File: config.mk
export PLATFORM = sky130hd
export DESIGN_NAME = kogge_stone_adder_pipe_flat
export DESIGN_NICKNAME = d
export VERILOG_FILES = /design/src/rtl/kogge_stone_adder_pipe_if.sv /design/src/rtl/kogge_stone_adder_pipe.sv /design/src/flat_wrapper.sv
export SDC_FILE = /design/constraint.sdc
export NUM_CORES = 1
export LEC_CHECK = 0
export BUFFER_PORTS_ARGS = -buffer_cell sky130_fd_sc_hd__buf_2
export CORE_MARGIN = 4
export CORE_UTILIZATION = 46
export CTS_CLUSTER_SIZE = 25
export DETAILED_ROUTE_END_ITERATION = 7
export GPL_TIMING_DRIVEN = 0
export HOLD_SLACK_MARGIN = 0.12
export PLACE_DENSITY_LB_ADDON = 0.1
export SETUP_SLACK_MARGIN = 0.02
export SKIP_CTS_REPAIR_TIMING = 1
export SLEW_MARGIN = 10
export SYNTH_ARGS = -nofsm -noshare
export SYNTH_HDL_FRONTEND = slang
export SYNTH_SLANG_ARGS = --single-unit
File: constraint.sdc
create_clock -name clk -period 1.65 [get_ports clk]
set_input_delay 0.33 -clock clk [delete_from_list [all_inputs] [get_ports clk]]
set_output_delay 0.33 -clock clk [all_outputs]
set_load 0.02 [all_outputs]
File: src/rtl/kogge_stone_adder_pipe_if.sv
// Stream bundle for the pipelined Kogge-Stone adder: operation in, result out.
interface kogge_stone_adder_pipe_if #(
  parameter int WIDTH = 16
);
  logic             in_valid;
  logic             in_ready;
  logic [WIDTH-1:0] A;
  logic [WIDTH-1:0] B;
  logic             Cin;
  logic             Sub;
  logic             out_valid;
  logic             out_ready;
  logic [WIDTH-1:0] S;
  logic             Cout;
  logic             Ovf;

  modport master (
    output in_valid, A, B, Cin, Sub, out_ready,
    input  in_ready, out_valid, S, Cout, Ovf
  );

  modport slave (
    input  in_valid, A, B, Cin, Sub, out_ready,
    output in_ready, out_valid, S, Cout, Ovf
  );
endinterface

File: src/rtl/kogge_stone_adder_pipe.sv
// Pipelined Kogge-Stone adder/subtractor; registers after every REG_EVERY prefix
// levels plus an input stage, with a valid bit per stage and a combinational stall chain.
module kogge_stone_adder_pipe #(
  parameter int WIDTH     = 16,
  parameter int REG_EVERY = 1
) (
  input logic                    clk,
  input logic                    arst_n,
  kogge_stone_adder_pipe_if.slave bus
);
  localparam int L   = $clog2(WIDTH);
  localparam int NR  = (L + REG_EVERY - 1) / REG_EVERY;
  localparam int LAT = 1 + NR;

  // Valid/ready: a transfer happens on a rising edge where valid && ready.
  // Stage s (0..NR, NR = output) advances when valid and the next stage is
  // empty or advancing; the output stage advances on out_ready.
  logic [LAT-1:0] v;
  logic [LAT-1:0] adv;
  logic [LAT-1:0] rdy;

  always_comb begin
    adv     = '0;
    rdy     = '0;
    adv[NR] = v[NR] & bus.out_ready;
    rdy[NR] = ~v[NR] | adv[NR];
    for (int s = NR - 1; s >= 0; s--) begin
      adv[s] = v[s] & rdy[s+1];
      rdy[s] = ~v[s] | adv[s];
    end
  end

  assign bus.in_ready = rdy[0];

  logic [WIDTH-1:0] bx;
  logic [WIDTH-1:0] p0;
  logic [WIDTH-1:0] g0;
  logic             c0;

  // Carry-in is folded into bit 0 so the prefix tree only ever sees G/P.
  always_comb begin
    bx    = bus.Sub ? ~bus.B : bus.B;
    c0    = bus.Sub | bus.Cin;
    p0    = bus.A ^ bx;
    g0    = bus.A & bx;
    g0[0] = g0[0] | (p0[0] & c0);
  end

  logic [WIDTH-1:0] raw_q [NR];
  logic [WIDTH-1:0] p_q   [NR];
  logic [WIDTH-1:0] g_q   [NR];
  logic [NR-1:0]    cin_q;
  logic [WIDTH-1:0] nxt_p [NR];
  logic [WIDTH-1:0] nxt_g [NR];

  // Prefix levels between register s and s+1; descending i keeps reads on the previous level.
  always_comb begin
    for (int s = 0; s < NR; s++) begin
      nxt_p[s] = p_q[s];
      nxt_g[s] = g_q[s];
      for (int k = s * REG_EVERY + 1; k <= L && k <= (s + 1) * REG_EVERY; k++) begin
        for (int i = WIDTH - 1; i >= (1 << (k - 1)); i--) begin
          nxt_g[s][i] = nxt_g[s][i] | (nxt_p[s][i] & nxt_g[s][i - (1 << (k - 1))]);
          nxt_p[s][i] = nxt_p[s][i] & nxt_p[s][i - (1 << (k - 1))];
        end
      end
    end
  end

  logic [WIDTH-1:0] carry;
  logic [WIDTH-1:0] sum;

  assign carry = nxt_g[NR-1];
  assign sum   = raw_q[NR-1] ^ {carry[WIDTH-2:0], cin_q[NR-1]};

  logic [WIDTH-1:0] s_q;
  logic             cout_q;
  logic             ovf_q;

  always_ff @(posedge clk or negedge arst_n) begin
    if (!arst_n) begin
      v      <= '0;
      cin_q  <= '0;
      for (int s = 0; s < NR; s++) begin
        raw_q[s] <= '0;
        p_q[s]   <= '0;
        g_q[s]   <= '0;
      end
      s_q    <= '0;
      cout_q <= 1'b0;
      ovf_q  <= 1'b0;
    end else begin
      if (rdy[0]) v[0] <= bus.in_valid;
      if (rdy[0] && bus.in_valid) begin
        raw_q[0] <= p0;
        p_q[0]   <= p0;
        g_q[0]   <= g0;
        cin_q[0] <= c0;
      end
      for (int s = 1; s < NR; s++) begin
        if (rdy[s]) v[s] <= adv[s-1];
        if (adv[s-1]) begin
          raw_q[s] <= raw_q[s-1];
          p_q[s]   <= nxt_p[s-1];
          g_q[s]   <= nxt_g[s-1];
          cin_q[s] <= cin_q[s-1];
        end
      end
      if (rdy[NR]) v[NR] <= adv[NR-1];
      // Output data only loads on a real transfer, so it holds while idle or stalled.
      if (adv[NR-1]) begin
        s_q    <= sum;
        cout_q <= carry[WIDTH-1];
        ovf_q  <= carry[WIDTH-1] ^ carry[WIDTH-2];
      end
    end
  end

  assign bus.out_valid = v[NR];
  assign bus.S         = s_q;
  assign bus.Cout      = cout_q;
  assign bus.Ovf       = ovf_q;
endmodule

File: src/flat_wrapper.sv
// flat-port wrapper written by rule: the top's interface ports become plain ports
module kogge_stone_adder_pipe_flat 
#(
  parameter int WIDTH     = 16,
  parameter int REG_EVERY = 1
)
  (clk, arst_n, bus_in_valid, bus_A, bus_B, bus_Cin, bus_Sub, bus_out_ready, bus_in_ready, bus_out_valid, bus_S, bus_Cout, bus_Ovf);
  kogge_stone_adder_pipe_if #(.WIDTH(WIDTH)) bus_i ();
  input logic clk;
  input logic arst_n;
  input wire logic [$bits(bus_i.in_valid)-1:0] bus_in_valid;
  input wire logic [$bits(bus_i.A)-1:0] bus_A;
  input wire logic [$bits(bus_i.B)-1:0] bus_B;
  input wire logic [$bits(bus_i.Cin)-1:0] bus_Cin;
  input wire logic [$bits(bus_i.Sub)-1:0] bus_Sub;
  input wire logic [$bits(bus_i.out_ready)-1:0] bus_out_ready;
  output wire logic [$bits(bus_i.in_ready)-1:0] bus_in_ready;
  output wire logic [$bits(bus_i.out_valid)-1:0] bus_out_valid;
  output wire logic [$bits(bus_i.S)-1:0] bus_S;
  output wire logic [$bits(bus_i.Cout)-1:0] bus_Cout;
  output wire logic [$bits(bus_i.Ovf)-1:0] bus_Ovf;
  assign bus_i.in_valid = bus_in_valid;
  assign bus_i.A = bus_A;
  assign bus_i.B = bus_B;
  assign bus_i.Cin = bus_Cin;
  assign bus_i.Sub = bus_Sub;
  assign bus_i.out_ready = bus_out_ready;
  assign bus_in_ready = bus_i.in_ready;
  assign bus_out_valid = bus_i.out_valid;
  assign bus_S = bus_i.S;
  assign bus_Cout = bus_i.Cout;
  assign bus_Ovf = bus_i.Ovf;
  kogge_stone_adder_pipe #(.WIDTH(WIDTH), .REG_EVERY(REG_EVERY)) u_core (.clk(clk), .arst_n(arst_n), .bus(bus_i));
endmodule
== After elaboration in Yosys (flattened, before gate mapping) ==
Index checks and enable logic that the tools add are counted.

* Register bits: 203
* Bits of input ports: 38
* Output and inout bits: 20
* Logic and storage cells: 187

* Multiplexer cells: 1
* Bitwise operators: 162
* Reductions and logical operators: 1

{| class="wikitable"
|+ Operators by type and width
! kind !! count
|-
| bitwise AND 1 bit || 96
|-
| OR 1 bit || 56
|-
| bitwise XOR 16 bit || 2
|-
| bitwise AND 16 bit || 1
|-
| two-way mux 16 bit || 1
|-
| inverter 16 bit || 1
|-
| inverter 1 bit || 5
|-
| logical AND 1 bit || 1
|-
| bitwise XOR 1 bit || 1
|}

== Depth between registers and ports, before layout ==
* Depth after elaboration: 11
* Gate-level depth with buffers: 6
* Mapped depth without buffers: 4

== Worst setup path after synthesis ==
No wires, ideal clock.

* Path kind: input to register
* Start: input bus_Sub
* End: register u_core.raw_q[53] in the netlist's numbering
* Setup time: 0.127 ns
* Arrival time: 1.598 ns
* Required time: 1.523 ns
* Path slack: -0.076 ns
* Stages on the path: 5
* Path buffers: 2
* Cells stage by stage: clkbuf_1 -> buf_2 -> xor2_1 -> ha_1 -> mux2_1

* Word-level cells in the longest chain between the ends: 2

{| class="wikitable"
|+ RTL lines
! element !! RTL line !! text
|-
| start: declaration || flat_wrapper.sv:15 || <nowiki>input wire logic [$bits(bus_i.Sub)-1:0] bus_Sub;</nowiki>
|-
| two-way mux 16 bit || kogge_stone_adder_pipe.sv:42 || <nowiki>bx = bus.Sub ? ~bus.B : bus.B;</nowiki>
|-
| bitwise XOR 16 bit || kogge_stone_adder_pipe.sv:44 || <nowiki>p0 = bus.A ^ bx;</nowiki>
|-
| net u_core.p0[5] || kogge_stone_adder_pipe.sv:36 || <nowiki>logic [WIDTH-1:0] p0;</nowiki>
|-
| end signal: indexed assignment || kogge_stone_adder_pipe.sv:103 || <nowiki>raw_q[s] <= raw_q[s-1];</nowiki>
|-
| end: declaration || kogge_stone_adder_pipe.sv:49 || <nowiki>logic [WIDTH-1:0] raw_q [NR];</nowiki>
|}

The timed path passes the listed nets, and every way through them passes these cells.
A chain may end at the register's enable or synchronous reset.

== Worst setup path in the final report ==
* Start: register u_core.v[3]
* End: output bus_in_ready

* Word-level cells in the longest chain between the ends: 8
* Elaborated cells on any way between the ends: 9
* Those cells by class: bitwise (9)

{| class="wikitable"
|+ RTL lines
! element !! RTL line !! text
|-
| start: declaration || kogge_stone_adder_pipe.sv:18 || <nowiki>logic [LAT-1:0] v;</nowiki>
|-
| start signal: indexed assignment || kogge_stone_adder_pipe.sv:101 || <nowiki>if (rdy[s]) v[s] <= adv[s-1];</nowiki>
|-
| start signal: indexed assignment || kogge_stone_adder_pipe.sv:109 || <nowiki>if (rdy[NR]) v[NR] <= adv[NR-1];</nowiki>
|-
| bitwise AND 1 bit / inverter 1 bit (equally long branches) || kogge_stone_adder_pipe.sv:28, kogge_stone_adder_pipe.sv:29 ||
|-
| OR 1 bit (*) || kogge_stone_adder_pipe.sv:29 || <nowiki>rdy[s] = ~v[s] | adv[s];</nowiki>
|-
| bitwise AND 1 bit (*) || kogge_stone_adder_pipe.sv:28 || <nowiki>adv[s] = v[s] & rdy[s+1];</nowiki>
|-
| OR 1 bit (*) || kogge_stone_adder_pipe.sv:29 ||
|-
| bitwise AND 1 bit (*) || kogge_stone_adder_pipe.sv:28 ||
|-
| OR 1 bit (*) || kogge_stone_adder_pipe.sv:29 ||
|-
| bitwise AND 1 bit (*) || kogge_stone_adder_pipe.sv:28 ||
|-
| OR 1 bit (*) || kogge_stone_adder_pipe.sv:29 ||
|-
| end: declaration || flat_wrapper.sv:17 || <nowiki>output wire logic [$bits(bus_i.in_ready)-1:0] bus_in_ready;</nowiki>
|}

Mark *: on every way between the ends. The rest lies on a longest branch, timed or not.

==> impl.org <==
** Status
- The flow ran to the end, but the final reports show violations.
- The checks that failed: setup timing.

** Setup path
- Counting both buffers and inverters, the worst setup path holds a total of 2.
- The worst setup path is captured at a primary output.
- The worst setup path is launched from a register.
- Top delay family on crit path :: simple AND/OR/NAND/NOR gates
- For the worst setup path, the data arrival time is 1.61 ns.
- Most used cell along the critical path :: sky130_fd_sc_hd__buf_6
- Sequence of cells on the critical path :: nand4b_1 > buf_6 > nor2_4 > nand2_2 > buf_6
- The worst setup path is of the register to primary output kind.
- Worst-path fanout max :: 4
- The largest individual stage delay along the critical path comes from the cell sky130_fd_sc_hd__dfrtp_1.
- The largest single stage delay on the critical path is 0.38 ns.
- STA puts the critical path data required time at 1.32 ns.

** Detailed routing
- Iteration-0 DRC Markers :: 218
- First drt pass iteration count :: 4
- DR vias :: 4,751
- DRC violation count after routing :: 0
- Post-detailed-route count of antenna-violating nets :: 0
- Average via count per standard cell :: 4.98
- Post-detailed-route wirelength per cell :: 17.1 um
- WL final :: 16,300 um

** Global routing
- Entering global routing, the biggest net connects 117 pins.
- GR Overflow Total :: 0
- First-pass GRT wire length :: 26,200 um
- The via count of the first global-routing pass came to 4,988.
- Total GRT Usage :: 17.1%
- The number of antenna violations at the first check in global routing was 0.

** Pwr
- Net Sw Frac :: 31.5%
- Worst IR Drop VDD :: 0.882 mV
- In this run, the clock network consumes 24.8% of the power.
- Power share of the sequential group :: 48.8%
- Pwr/cell area :: 1640 nW/um2
- Cell internal pwr :: 10.8 mW
- The analysis attributes to net switching a power of 4.98 mW.
- Summed over all cells, the static leakage comes to 4.60 nW.
- Combinational group share of total power :: 26.4%
- Overall power after layout :: 15.8 mW

** Layout
- The library cell used most frequently in the layout, excluding fill and tap cells, is sky130_fd_sc_hd__dfrtp_1.
- Cells fill 55.9% of the core in the end.
- Top library cells by usage in the layout, fill and taps aside :: 188 x sky130_fd_sc_hd__dfrtp_1, 79 x sky130_fd_sc_hd__a21oi_1, 75 x sky130_fd_sc_hd__mux2_2
- Post-route non-filler standard cell count :: 954
- 0 antenna diodes ended up in the layout.
- Final-stage net count :: 770
- Fraction of final layout cells sized beyond drive strength 1 :: 32.0%
- Syn-to-layout area delta :: 19.2%

** Yosys
- Library cell with the largest summed area after synthesis :: sky130_fd_sc_hd__dfrtp_1
- Net Count, Synth :: 681
- Synth cell types :: 24
- Share of synthesized area occupied by flip-flops and latches :: 58.6%
- In this run the cell area of the synthesized design comes to 8080 um2.
- A synthesized cell averages 12.9 um2.
- The cell count after synthesis came out at 627.
- In this run the biggest area consumer among cell types represents 58.6% of the synthesized area.
- Largest cells by area after synthesis :: sky130_fd_sc_hd__dfrtp_1 59%, sky130_fd_sc_hd__mux2_2 14%, sky130_fd_sc_hd__mux2i_1 7.7%, sky130_fd_sc_hd__a21oi_1 4.9%, sky130_fd_sc_hd__inv_1 3.0%
- Syn. warnings :: 0
- The synthesized design contains 189 register bits.

** Floorplanning
- For this design the top-level I/O count stands at 58.
- Die H :: 141 um
- The initial utilization of the core area, before any placement, comes to 46.9%.
- In this run the horizontal extent of the chip is 141 um.
- Die outline area :: 19,700 um2
- Row generation in the floorplan step produced 48 rows.
- The total area inside the core boundary comes to 17,200 um2.

** Placed design
- Placed cell count :: 909
- Before CTS, the worst setup slack after placement is -0.348 ns.
- The HPWL after detailed placement is 11,800 um.
- During placement, the flow inserted port buffers numbering 56.
- The congestion estimate from routability-driven global placement came to 0.775.

** CTS
- Worst-path clk slew :: 0.07 ns
- Maximum level of the CTS H-tree :: 4
- Buffer levels on the longest clock path :: 2
- Clock tree root driver cell :: sky130_fd_sc_hd__clkbuf_16
- Clock latency on the worst-skew pair, taken at its later pin, is 0.43 ns.
- The number of clock buffers added by TritonCTS is 17.
- For this design, the sink count on the clock tree is 189.
- TritonCTS built the clock tree.

** STA
- Setup violations remaining at the end of the flow were counted as 104.
- Measured against its own limit, the worst slew margin works out to 60.8%.
- Number of hold-slack violations in the final timing report :: 0
- Setup slack on the critical path of the routed design comes to -0.294 ns.
- In the finished design, the share of the clock period the worst path needs comes to 118%.
- For the pin with the worst max-slew slack, the measured transition is 0.588 ns.
- Setup TNS after final layout :: -10.33 ns
- The clock arrives with 0.00787 ns of skew.
- The number of slew-limit violations in the final report was 0.
- The worst path in the final design needs a cycle of 1.94 ns, including I/O delays and setup.
- Fmax :: 514 MHz
- Setup repair after global routing could not meet its margin everywhere.

** Hold path
- Hold Crit Class :: input port to register

** Run
- Max-capacitance violation count :: 0
cells in the mapped netlist:
cell,instances
sky130_fd_sc_hd__buf_2,11
sky130_fd_sc_hd__a21oi_1,79
sky130_fd_sc_hd__nor2_1,1
sky130_fd_sc_hd__dfrtp_1,189
sky130_fd_sc_hd__nand2b_1,1
sky130_fd_sc_hd__buf_4,6
sky130_fd_sc_hd__o21ai_4,1
sky130_fd_sc_hd__xor2_1,26
sky130_fd_sc_hd__o21bai_1,2
sky130_fd_sc_hd__and2_1,1
sky130_fd_sc_hd__or2_2,2
sky130_fd_sc_hd__o21ai_1,2
sky130_fd_sc_hd__nand4b_1,1
sky130_fd_sc_hd__buf_6,4
sky130_fd_sc_hd__mux2i_1,62
sky130_fd_sc_hd__xnor2_1,7
sky130_fd_sc_hd__clkbuf_2,1
sky130_fd_sc_hd__ha_1,16
sky130_fd_sc_hd__mux2_1,5
sky130_fd_sc_hd__nand2_1,40
sky130_fd_sc_hd__clkbuf_1,3
sky130_fd_sc_hd__inv_1,64
sky130_fd_sc_hd__a31oi_1,1
sky130_fd_sc_hd__mux2_2,102
path summary, 6_finish.rpt:
path                                       start          endpoint  slack, ns  cells past startpoint
worst max-delay path                 u_core.v[3]      bus_in_ready      -0.29                      5
worst min-delay path                bus_in_valid       u_core.v[0]       0.15                      2
worst max register to register       u_core.v[3]   u_core.cin_q[1]      -0.26                      6
worst min register to register  u_core.raw_q[25]  u_core.raw_q[25]       0.48                      1
max in group asynchronous                 arst_n    u_core.g_q[47]       0.24                      3
min in group asynchronous                 arst_n   u_core.bus.S[3]       0.46                      2
cell families (layout without fill, tap and decap cells):
logic type	Yosys count	after routing	share of synthesized area [%]
AO/OA/AOI/OAI	85	85	5.48
XOR/XNOR	33	33	3.58
adder cells (fa/ha/maj)	16	16	2.48
buffers and inverters	89	191	4.97
flip-flops	189	189	58.6
multiplexers	169	169	22.6
AND/OR/NAND/NOR	46	46	2.32
sequential cells by signal, summed over array words and instances (netlist names), 3 cells and up:
signal,count
u_core.raw_q,61
u_core.g_q,56
u_core.p_q,34
u_core.bus.S,16
u_core.carry,8
u_core.v,5
u_core.cin_q,4
u_core.nxt_p,3
worst register-to-register path: cells and delay by family, from the launching register on:
family / cells / cell delay [ns]
buffers and inverters: 3 / 0.61
AND/OR/NAND/NOR: 1 / 0.28
AO/OA/AOI/OAI: 1 / 0.19
flip-flops: 1 / 0.38
multiplexers: 1 / 0.34
metrics by stage:
step                hold WS, ns  cell area [um2]
floorplan                0.0344             8080
global placement          0.465             8640
detailed placement        0.336             8680
CTS                      -0.124             9260
global route              0.152             9630
finish                    0.147             9630
per-layer routing:
| metal | GRT usage (%) | wire length (um) | up-vias |
|---|---|---|---|
| met4 | 6.12 | 231 | 0 |
| met2 | 28.0 | 7990 | 71 |
| li1 | - | - | 2295 |
| met1 | 22.8 | 7540 | 2370 |
| met3 | 3.24 | 533 | 15 |
| met5 | 0 | 0 | - |
power by group through the flow:
stage / sequential, mW / combinational [mW] / clock (mW)
floorplan: 7.55 / 2.74 / 0
global placement: 7.73 / 3.82 / 0
detailed placement: 7.81 / 3.97 / 0
CTS: 7.72 / 4.00 / 4.02
global route: 7.96 / 4.63 / 4.19
finish: 7.71 / 4.17 / 3.93
final cells by class:
cell class              instances  area [um2]
plain buffers                  24         238
clock buffers                  23         488
clock inverters                 9        86.3
fillers                      1479        7610
inverters                      64         240
multi-input cells             349        3070
flip-flops and latches        189        4730
well taps                     225         282
repair buffers                 71         500
Note: power is estimated with default switching activity, not from simulation.
